### config.mk
export PLATFORM = sky130hd
export DESIGN_NAME = alu_writeback
export DESIGN_NICKNAME = d
export VERILOG_FILES = /design/src/rtl/alu_writeback_pkg.sv /design/src/rtl/wb_ack_timer.sv /design/src/rtl/alu_writeback.sv
export SDC_FILE = /design/constraint.sdc
export NUM_CORES = 1
export LEC_CHECK = 0
export ABC_AREA = 1
export CAP_MARGIN = 20
export CORE_MARGIN = 3
export CORE_UTILIZATION = 39
export CTS_CLUSTER_DIAMETER = 150
export CTS_CLUSTER_SIZE = 30
export DETAILED_ROUTE_END_ITERATION = 8
export HOLD_SLACK_MARGIN = 0.15
export PLACE_DENSITY = 0.83
export SLEW_MARGIN = 25
export SYNTH_ARGS = -nofsm -noshare
export SYNTH_HDL_FRONTEND = slang
export SYNTH_SLANG_ARGS = --single-unit
### constraint.sdc
create_clock -name i_clk -period 1.1 [get_ports i_clk]
set_input_delay 0.165 -clock i_clk [delete_from_list [all_inputs] [get_ports i_clk]]
set_output_delay 0.165 -clock i_clk [all_outputs]
set_load 0.1 [all_outputs]
### src/rtl/alu_writeback_pkg.sv
// Shared definitions for the ALU execute/writeback stage.
// Holds the opcode encodings seen by the stage, the state encoding, status flag
// bit positions, destination select values and small opcode decode helpers.
package alu_writeback_pkg;

  // Opcode encodings; 4'h9..4'hF are undefined.
  localparam logic [3:0] OpAddwp = 4'h0;
  localparam logic [3:0] OpSubwp = 4'h1;
  localparam logic [3:0] OpAndwp = 4'h2;
  localparam logic [3:0] OpIorwp = 4'h3;
  localparam logic [3:0] OpXorwp = 4'h4;
  localparam logic [3:0] OpCmpwp = 4'h5;
  localparam logic [3:0] OpMovwp = 4'h6;
  localparam logic [3:0] OpIncwp = 4'h7;
  localparam logic [3:0] OpDecwp = 4'h8;

  typedef enum logic {
    StIdle    = 1'b0,
    StMemWait = 1'b1
  } wb_state_e;

  // Status register bit positions.
  localparam int unsigned FlagZ = 0;
  localparam int unsigned FlagN = 1;
  localparam int unsigned FlagC = 2;

  localparam logic DestW   = 1'b0;
  localparam logic DestMem = 1'b1;

  // Only the arithmetic ops produce a meaningful carry.
  function automatic logic op_writes_c(logic [3:0] op);
    return (op == OpAddwp) || (op == OpSubwp);
  endfunction

  // Defined, non-compare ops commit a result; compare and undefined ops touch flags only.
  function automatic logic op_commits(logic [3:0] op);
    return (op <= OpDecwp) && (op != OpCmpwp);
  endfunction

endpackage

### src/rtl/wb_ack_timer.sv
// Memory-ack timeout counter for the writeback stage.
// Ports: clk/rst_n (async active-low), clear restarts the count, enable counts
// one cycle, expired pulses on the enabled cycle whose edge brings the count to
// ACK_TIMEOUT. ACK_TIMEOUT=0 never expires and the counter saturates.
module wb_ack_timer #(
  parameter int unsigned ACK_TIMEOUT = 15
) (
  input  logic clk,
  input  logic rst_n,
  input  logic clear,
  input  logic enable,
  output logic expired
);

  localparam int unsigned CntW = (ACK_TIMEOUT == 0) ? 1 : $clog2(ACK_TIMEOUT + 1);
  localparam logic [CntW-1:0] CntMax = '1;
  localparam logic [CntW-1:0] CntLast = (ACK_TIMEOUT == 0) ? '0 : CntW'(ACK_TIMEOUT - 1);

  logic [CntW-1:0] cnt_q, cnt_d;

  always_comb begin
    cnt_d = cnt_q;
    if (clear) begin
      cnt_d = '0;
    end else if (enable && (cnt_q != CntMax)) begin
      cnt_d = cnt_q + 1'b1;
    end
  end

  // Fires on the edge where the count would reach ACK_TIMEOUT.
  assign expired = (ACK_TIMEOUT != 0) && enable && !clear && (cnt_q == CntLast);

  always_ff @(posedge clk or negedge rst_n) begin
    if (!rst_n) begin
      cnt_q <= '0;
    end else begin
      cnt_q <= cnt_d;
    end
  end

endmodule

### src/rtl/alu_writeback.sv
// Execute/writeback stage behind the ALU.
// Accepts a result (i_valid/o_ready), updates the Z/N/C status register, and
// commits the result either to W (o_w, fed back to the ALU) or to data memory
// through a held write request (o_mem_we/addr/data) that ends on i_mem_ack or
// after ACK_TIMEOUT cycles, the latter raising the sticky o_err (cleared by
// i_err_clr; a new error wins over a clear in the same cycle).
module alu_writeback
  import alu_writeback_pkg::*;
#(
  parameter int unsigned DATA_W      = 8,
  parameter int unsigned ADDR_W      = 5,
  parameter int unsigned ACK_TIMEOUT = 15
) (
  input  logic              i_clk,
  input  logic              i_rst_n,
  input  logic              i_valid,
  output logic              o_ready,
  input  logic [3:0]        i_opcode,
  input  logic [DATA_W-1:0] i_res,
  input  logic [2:0]        i_status,
  input  logic              i_dest,
  input  logic [ADDR_W-1:0] i_addr,
  output logic [DATA_W-1:0] o_w,
  output logic [2:0]        o_status,
  output logic              o_mem_we,
  output logic [ADDR_W-1:0] o_mem_addr,
  output logic [DATA_W-1:0] o_mem_data,
  input  logic              i_mem_ack,
  output logic              o_err,
  input  logic              i_err_clr
);

  wb_state_e         state_q, state_d;
  logic [DATA_W-1:0] w_q, w_d;
  logic [2:0]        status_q, status_d;
  logic              mem_we_q, mem_we_d;
  logic [ADDR_W-1:0] mem_addr_q, mem_addr_d;
  logic [DATA_W-1:0] mem_data_q, mem_data_d;
  logic              err_q, err_d;
  logic              accept, err_set, timer_clear, timer_en, timer_expired;

  assign o_ready  = (state_q == StIdle);
  assign accept   = i_valid && o_ready;
  assign timer_en = (state_q == StMemWait);

  wb_ack_timer #(
    .ACK_TIMEOUT(ACK_TIMEOUT)
  ) u_ack_timer (
    .clk    (i_clk),
    .rst_n  (i_rst_n),
    .clear  (timer_clear),
    .enable (timer_en),
    .expired(timer_expired)
  );

  always_comb begin
    state_d     = state_q;
    w_d         = w_q;
    status_d    = status_q;
    mem_we_d    = mem_we_q;
    mem_addr_d  = mem_addr_q;
    mem_data_d  = mem_data_q;
    err_set     = 1'b0;
    timer_clear = 1'b0;

    unique case (state_q)
      StIdle: begin
        if (accept) begin
          status_d[FlagZ] = i_status[FlagZ];
          status_d[FlagN] = i_status[FlagN];
          if (op_writes_c(i_opcode)) begin
            status_d[FlagC] = i_status[FlagC];
          end
          if (op_commits(i_opcode)) begin
            if (i_dest == DestMem) begin
              mem_we_d    = 1'b1;
              mem_addr_d  = i_addr;
              mem_data_d  = i_res;
              timer_clear = 1'b1;
              state_d     = StMemWait;
            end else begin
              w_d = i_res;
            end
          end
        end
      end
      StMemWait: begin
        // Ack takes priority over a timeout on the same edge.
        if (i_mem_ack) begin
          mem_we_d = 1'b0;
          state_d  = StIdle;
        end else if (timer_expired) begin
          mem_we_d = 1'b0;
          err_set  = 1'b1;
          state_d  = StIdle;
        end
      end
    endcase

    if (err_set) begin
      err_d = 1'b1;
    end else if (i_err_clr) begin
      err_d = 1'b0;
    end else begin
      err_d = err_q;
    end
  end

  always_ff @(posedge i_clk or negedge i_rst_n) begin
    if (!i_rst_n) begin
      state_q    <= StIdle;
      w_q        <= '0;
      status_q   <= '0;
      mem_we_q   <= 1'b0;
      mem_addr_q <= '0;
      mem_data_q <= '0;
      err_q      <= 1'b0;
    end else begin
      state_q    <= state_d;
      w_q        <= w_d;
      status_q   <= status_d;
      mem_we_q   <= mem_we_d;
      mem_addr_q <= mem_addr_d;
      mem_data_q <= mem_data_d;
      err_q      <= err_d;
    end
  end

  assign o_w        = w_q;
  assign o_status   = status_q;
  assign o_mem_we   = mem_we_q;
  assign o_mem_addr = mem_addr_q;
  assign o_mem_data = mem_data_q;
  assign o_err      = err_q;

endmodule

======== After elaboration in Yosys (flattened, before gate mapping) ========
Index checks and enable logic that the tools add are counted.
operators by class
  $add $sub $neg .......................... 1
  $lt $le $gt $ge ......................... 1
  equality and inequality tests ........... 8
  mux-type cells .......................... 20
  bitwise logic cells ..................... 2
  reductions and logical operators ........ 15
operators with widths
  operator                                                                  count
  1-bit two-way mux                                                         16
  4-bit AND reduction                                                       3
  4-bit two-way mux                                                         2
  2-bit by 1-bit inequality test with 1-bit output (second input constant)  3
  1-bit logical AND                                                         5
  4-bit by 1-bit adder with 4-bit output (second input constant)            1
  4-bit by 1-bit equality test with 1-bit output (second input constant)    1
  4-bit equality test (second input constant)                               1
  4-bit less-or-equal comparator (second input constant)                    1
  4-bit logical NOT                                                         1
  4-bit by 3-bit inequality test with 1-bit output (second input constant)  1
  4-bit inequality test (second input constant)                             1
  1-bit one-hot mux with 2 select lines                                     2
  2-bit nonzero test                                                        2
  3-bit by 2-bit inequality test with 1-bit output (second input constant)  1
  3-bit AND reduction                                                       1
  1-bit NOT                                                                 2
  2-bit AND reduction                                                       1
  1-bit logical NOT                                                         1
  1-bit logical OR                                                          1
storage, ports and cells
  register bits ........................... 31
  input port bits ......................... 26
  output and inout bits ................... 27
  word-level logic and storage cells ...... 56

======== Longest topological paths before layout ========
Gate-level depths: netlist of the first run.
  word-level depth ........................ 12
  depth in mapped cells ................... 8
  gate-level depth less buffers ........... 7

======== Cells and area by module ========
Synthesis of the first run repeated with hierarchy kept, for this count alone.
unflattened totals
  cell total of the unflattened synthesis .. 170
  area, all modules ....................... 1507.7 um^2
modules (own cells, without submodules)
  module         times used  cells an instance  area an instance (um^2)  seq. area each (um^2)
  alu_writeback  1           137                1258.7                   675.6
  wb_ack_timer   1           33                 249.0                    100.1

======== Worst setup path before layout of the first run ========
No wires, ideal clock.
  kind .................................... register -> register
  start ................................... register state_q
  end ..................................... register mem_addr_q[0], in the netlist o_mem_addr[0]
  library setup time ...................... 0.120 ns
  arrival ................................. 1.438 ns
  required time ........................... 0.980 ns
  setup slack ............................. -0.458 ns
  cell stages (with the launch flop) ...... 8
  path buffers ............................ 1
  period minus slack after synthesis ...... 1.558 ns
  path through ............................ dfrtp_1 inv_2 nand2_4 inv_2 nand4_4 buf_6 nand2_1 nand2_1
between the ends
  longest elaborated chain between the ends .. 3
RTL lines
  what                                    line                  source
  start, declared                         alu_writeback.sv:33   wb_state_e state_q, state_d;
  start signal, assigned                  alu_writeback.sv:111  state_q <= StIdle;
  start signal, assigned                  alu_writeback.sv:119  state_q <= state_d;
  1-bit NOT (no source line) *            -
  named net o_ready                       alu_writeback.sv:17   output logic o_ready,
  1-bit logical AND                       alu_writeback.sv:43   assign accept = i_valid && o_ready;
  4-bit AND reduction (no source line) *  -
  end signal, assigned                    alu_writeback.sv:123  mem_addr_q <= mem_addr_d;
  end, declared                           alu_writeback.sv:37   logic [ADDR_W-1:0] mem_addr_q, mem_addr_d;
The timed path passes the listed nets; every way through them passes the cells marked *.
A chain may end at the register's enable or synchronous reset.

======== Worst setup path in the final report of the first run ========
  start ................................... input i_dest
  end ..................................... register w_q[5], in the netlist o_w[5]
between the ends
  longest elaborated chain between the ends .. 2
RTL lines
  what                                  line                  source
  start, declared                       alu_writeback.sv:21   input logic i_dest,
  1-bit NOT (no source line)            -
  4-bit AND reduction (no source line)  -
  end signal, assigned                  alu_writeback.sv:120  w_q <= w_d;
  end, declared                         alu_writeback.sv:34   logic [DATA_W-1:0] w_q, w_d;
No other way between the ends.

==> results of run 1 <==
sequential cells by signal, indices dropped and copies added, names as in the netlist:
register	cells
o_mem_data	8
o_w	8
o_mem_addr	5
u_ack_timer.cnt_q	4
o_status	3
o_err	1
o_mem_we	1
state_q	1
synthesized netlist by cell type:
cell type / number / area [µm²]
nor2_1: 9 / 33.8
ha_1: 2 / 25.0
nand4_4: 1 / 21.3
buf_4: 2 / 15.0
dfrtp_1: 31 / 776
nand3_1: 25 / 125
nand4_1: 3 / 18.8
a21oi_1: 1 / 5.00
o21ai_0: 3 / 15.0
xor2_1: 1 / 8.76
nand2_4: 1 / 11.3
clkinv_1: 1 / 3.75
inv_1: 8 / 30.0
o21ai_2: 1 / 8.76
inv_2: 2 / 7.51
buf_6: 3 / 33.8
nor2_2: 1 / 6.26
nand2_1: 62 / 233
worst max path at each step:
stage / to / startpoint / cells after the start
after floorplan: o_w[0] / state_q / 6
after global placement: o_mem_data[7] / i_opcode[1] / 7
after detailed placement: u_ack_timer.cnt_q[1] / i_opcode[1] / 7
after CTS: o_ready / state_q / 3
after global routing: o_ready / state_q / 3
final: o_w[5] / i_dest / 6
report_power, final:
part | leakage, nW | internal, mW | total (mW) | switching (mW)
logic | 1.01 | 1.60 | 4.10 | 2.50
registers | 0.377 | 1.41 | 1.77 | 0.353
clock network | 0.0395 | 0.482 | 0.908 | 0.426
total | 1.43 | 3.50 | 6.78 | 3.28
cell type report:
cell class	instances	area, µm²
Multi-Input combinational cell	113	820
Clock inverter	1	30.0
Tap cell	44	55.1
Fill cell	71	126
Inverter	11	63.8
Sequential cell	31	790
Timing Repair Buffer	102	1270
Clock buffer	7	45.0
worst min-delay path, stage by stage:
cell	delay (ps)
dlymetal6s2s_1	170
inv_2	70
nand3_1	140
o21ai_1	80
through the flow:
stage	utilization [%]	power (mW)	setup slack, ps	instances
CTS	86.0	6.19	-200	292
detailed placement	73.6	4.95	-480	264
global route	96.1	6.93	-235	309
floorplan	-	3.54	-184	157
finish	96.1	6.78	-207	309
global placement	73.6	4.89	-402	264
layer usage:
| metal | vias up | share of wire (%) | routed length [µm] | GRT usage (%) |
|---|---|---|---|---|
| met3 | 46 | 9.0 | 672 | 8.55 |
| met5 | - | 0 | 0 | 0 |
| met1 | 878 | 36 | 2660 | 29.3 |
| met2 | 148 | 49 | 3610 | 45.5 |
| met4 | 0 | 6.5 | 486 | 14.2 |
| li1 | 721 | - | - | - |
repair_timing:
action | CTS | global route
hold endpoints to repair | 0 | 18
pin swaps | 21 | 32
hold buffers | 0 | 1
gates resized for setup | 36 | 50
setup buffers | 15 | 17
endpoints found under the setup margin | 54 | 55
cloned | 5 | 1
kinds of logic (layout without fill, tap and decap cells):
group	after synthesis	after routing	share of synthesized area (%)
AND/OR/NAND/NOR	102	105	32.6
flip-flops	31	31	56.3
buffers and inverters	16	121	6.54
AO/OA/AOI/OAI	5	5	2.09
adder cells (fa/ha/maj)	2	2	1.82
XOR/XNOR	1	1	0.636
==> results.toml, run 1 <==
[cells_and_area]
fin_area_um2 = 3080
drive_above_1_share_pct = 58.1
area_growth_pct = 123
final_common_cell = "nand2_1"
n_antenna_cell = 0
fin_nets = 292
mostFrequentLayoutCells = "38 x nand2_1, 34 x buf_4, 29 x buf_12"

[detailed_routing]
vias = 1793
drcViolationCount = 0
viasPerCell = 5.80
drt-wirelength-per-cell_um = 24.0
drt_wl_total_um = 7430
antenna_left = 0
drt_first_pass_iters = 4
drt_iter0_drc = 186

[floorplan]
die_area_um2 = 4280
pin_count = 53
die_h_um = 65.4
core_um2 = 3200
die_x_um = 65.4
rows = 20
start_util_pct = 43.0

[yosys]
syn_avg_cell_area_um2 = 8.77
netlist_instances = 157
synth.distinct_cells = 18
netlist_area_um2 = 1380
ys.warnings.count = 0
ys_ff_latch = 31
syn-num-nets = 185
ys_seq_area_share_pct = 56.3

[min_path]
min_to = "o_status[2]"
min_from = "i_opcode[3]"
hold_class = "input pin to register"
min_path_cells = 4

[setup_path]
r2r_start = "u_ack_timer.cnt_q[1]"
crit_family = "buffers and inverters"
worst-endpoint-required_ps = 1390
path_max_fanout = 8
cp-start-kind = "input pin"
critical_path_arrival_ps = 1590
worstPathCellList = "dlygate4sd2_1 -> clkinv_1 -> nand4_1 -> buf_6 -> nand2_2 -> nand2_1"
critPathMaxStageDelay_ps = 640
worstReg2RegEnd = "u_ack_timer.cnt_q[0]"
endpoint_kind = "register"
crit_slowest_cell = "dlygate4sd2_1"
ff2ff_path_depth = 5
r2r_setup_slack_ps = -160
crit_buf_inv = 3
crit_type = "input pin to register"

[place]
port_buffers = 52
hpwl_um = 2720
dpl_cell_area_um2 = 2360
gp_congestion = 0.793

[clock_tree]
cts_sinks = 31
h-tree-depth = 2
cts_tree = "yes"
cts_buffers = 5
clockBufferDepth = 2
path_clk_slew_ps = 100
ctsRootBufferMaster = "clkbuf_4"
clk_latency_ps = 360

[timing]
fin_crit_sh_pct = 119
fmax_ghz = 0.765
finalMaxSlewViolations = 0
layout_setup_ws_ps = -207
tns_ps = -4470
final_hold_viol_count = 0
relSlewSlack_pct = 54.7
fin_crit_ps = 1310
whs_ps = 310
skew_ps = 23.8
rsz0062_at_grt = "yes"
worst_slew_pin_slew_ps = 680
setup_viol = 55

[power_and_ir_drop]
ir_drop_uv = 1680
powerDensity_nw_per_um2 = 2200
power_leakage_nw = 1.43

[global_routing]
antenna_found_initial = 0
grt-ovfl-total = 0
grt_max_degree = 32
grt_use_total_pct = 26.7
grt_pass1_vias = 1644
grt_pass1_wl_um = 8290

[run_status]
outcome = "finished with violations"
violations = "negative setup slack"

[flow_run]
cap_violations = 0
No activity file was read; power rests on OpenSTA's default activity.
==> run 2, diff against run 1 <==
Settings changed: GPL_ROUTABILITY_DRIVEN set to 1.
==> results of run 2 <==
The final DEF is identical to that of run 1; final timing and power are the same.
==> run 3, diff against run 2 <==
Settings changed: ABC_AREA 1 to not set, CORE_UTILIZATION 39 to 38, HOLD_SLACK_MARGIN 0.15 to 0.1, PLACE_DENSITY 0.83 to 0.82.
==> results.toml, run 3 <==
[power_and_ir_drop]
internal_power_mw = 3.71
ir_drop_uv = 1870
p_total_mw = 6.93
power.switching_mw = 3.22
power_frac_seq_pct = 26.4
clockPowerShare_pct = 13.3
combPwrFrac_pct = 60.3
switching_share_pct = 46.4
powerDensity_nw_per_um2 = 2720
power_leakage_nw = 1.18

[place]
gp_congestion = 0.641
port_buffers = 52
preCtsSetupSlack_ps = -893
hpwl_um = 2410
place_inst = 204

[detailed_routing]
antenna_left = 0
drt_first_pass_iters = 4
vias = 1099
viasPerCell = 4.84
drt_iter0_drc = 35
drt-wirelength-per-cell_um = 15.8
drcViolationCount = 0
drt_wl_total_um = 3580

[timing]
worst_slew_pin_slew_ps = 326
tns_ps = -16070
finalMaxSlewViolations = 0
fin_crit_sh_pct = 159
skew_ps = 9.46
setup_viol = 36
fin_crit_ps = 1750
relSlewSlack_pct = 78.1
fmax_ghz = 0.572
final_hold_viol_count = 0
rsz0062_at_grt = "yes"
layout_setup_ws_ps = -650

[yosys]
ys.flop_type = "dfrtp_1"
synth_top_area_share_pct = 57.2
netlist_area_um2 = 1360
syn-num-nets = 126
syn_avg_cell_area_um2 = 13.8
yosysMostFrequentCell = "dfrtp_1"
postSynth.asyncResetShare_pct = 100
synth.distinct_cells = 28
synth_edf_count = 0
synthTopCellsByArea = "dfrtp_1 57%, mux2_2 12%, mux2_4 7.8%"
synth.largest_area_cell = "dfrtp_1"
ys_seq_area_share_pct = 57.2
ys.warnings.count = 0
synth_commonest_cells = "31 x dfrtp_1, 15 x mux2_2, 10 x nand2_1, 7 x mux2_4, 4 x inv_1"
ys_ff_latch = 31
netlist_instances = 98

[cells_and_area]
stdcell_count = 227
fin_nets = 208
mostFrequentLayoutCells = "29 x buf_12, 28 x dfrtp_1, 25 x clkdlybuf4s50_1"
n_antenna_cell = 0
final_common_cell = "buf_12"
area_growth_pct = 88.1
final-seq-area_um2 = 779
multi_input_area_um2 = 589
fillCellCount = 202
drive_above_1_share_pct = 51.4

[global_routing]
grt_max_degree = 32
grt-ovfl-total = 0
grt_use_total_pct = 18.0
grt_pass1_wl_um = 5730
antenna_found_initial = 0
grt_pass1_vias = 1166

[setup_path]
crit_type = "register to register"
path_max_fanout = 8
cp-start-kind = "register"
ff2ff_path_depth = 5
r2r_start = "state_q"
endpoint_kind = "register"
worst-endpoint-required_ps = 1310
r2r_setup_slack_ps = -650
worstReg2RegEnd = "o_w[0]"
critical_path_arrival_ps = 1960

[clock_tree]
clockBufferDepth = 2
path_clk_slew_ps = 100
clk_latency_ps = 320
cts_buffers = 5
cts_sinks = 31
h-tree-depth = 2
cts_tree = "yes"
hold_buffers = 0
ctsRootBufferMaster = "clkbuf_4"

[min_path]
hold_class = "input pin to asynchronous set/reset pin"

[floorplan]
die_area_um2 = 4320
die_h_um = 65.7
core_um2 = 3390
rows = 21
die_x_um = 65.7
pin_count = 53
start_util_pct = 40.0

[run_status]
outcome = "finished with violations"
violations = "negative setup slack"

[flow_run]
cap_violations = 0
[run 3: cell count changes after synthesis, moves of 2 or more]
cell,before,now
nand4_1,3,1
inv_1,8,4
inv_2,2,0
nor3_1,0,2
nand2b_1,0,2
mux2_2,0,15
mux2_4,0,7
nand2_1,62,10
nand3_1,25,2
nor2b_1,0,2
nor2_1,9,0
[run 3: how the worst max path moves through the flow]
stage                          endpoint     from  cells after the start
after floorplan                  o_w[0]  state_q                      6
after global placement           o_w[5]  i_valid                      6
after detailed placement  o_mem_addr[1]  i_valid                      6
after CTS                        o_w[0]  state_q                      5
after global routing             o_w[0]  state_q                      5
final                            o_w[0]  state_q                      5
[run 3: per-layer routing]
layer	part of all wire (%)	track usage (%)	vias to the layer above
li1	-	-	504
met1	39	21.2	544
met2	53	31.2	46
met3	7.1	5.98	5
met4	1.0	4.66	0
met5	0	0	-
[run 3: cell type report]
class,count,share of cell area (%)
inverters,4,0.687
well taps,46,2.26
clock inverters,2,1.37
flip-flops and latches,31,30.6
repair buffers,78,40.0
multi-input cells,60,23.1
clock buffers,6,2.01
[run 3: cell families (layout without fill, tap and decap cells)]
| family | after synthesis | count (layout) | synth area share (%) |
|---|---|---|---|
| AO/OA/AOI/OAI | 10 | 10 | 6.28 |
| multiplexers | 22 | 22 | 20.2 |
| XOR/XNOR | 1 | 1 | 0.646 |
| flip-flops | 31 | 31 | 57.2 |
| adder cells (fa/ha/maj) | 2 | 2 | 1.85 |
| buffers and inverters | 7 | 90 | 3.32 |
| AND/OR/NAND/NOR | 25 | 25 | 10.4 |
[run 3: critical path: stages, from the launching register on]
cell and delay [ps]:
dfrtp_1 430, or3b_4 410, o32ai_4 130, and2b_2 230
buf_12 140, mux2_4 300
[run 3: what timing repair did]
action | in CTS | in global routing
setup buffers | 9 | 7
setup endpoints to repair | 53 | 55
gates resized for setup | 8 | 1
cloned | 0 | 0
pin swaps | 1 | 1
[run 3: power groups by stage]
stage / Clock (mW) / Sequential, mW / Combinational (mW)
after global placement: 0 / 1.83 / 3.89
after global routing: 1.03 / 1.87 / 4.30
after floorplan: 0 / 3.58 / 0.586
final: 0.923 / 1.83 / 4.18
after detailed placement: 0 / 1.84 / 3.95
after CTS: 0.957 / 1.82 / 4.10
[run 3: metrics by stage]
step	cell area [µm²]	hold slack (ps)	util (%)
3_3_place_gp	2310	503	68.3
5_1_grt	2550	180	75.2
4_1_cts	2500	183	73.8
2_1_floorplan	1400	-131	-
6_report	2550	193	75.2
3_5_place_dp	2310	511	68.3
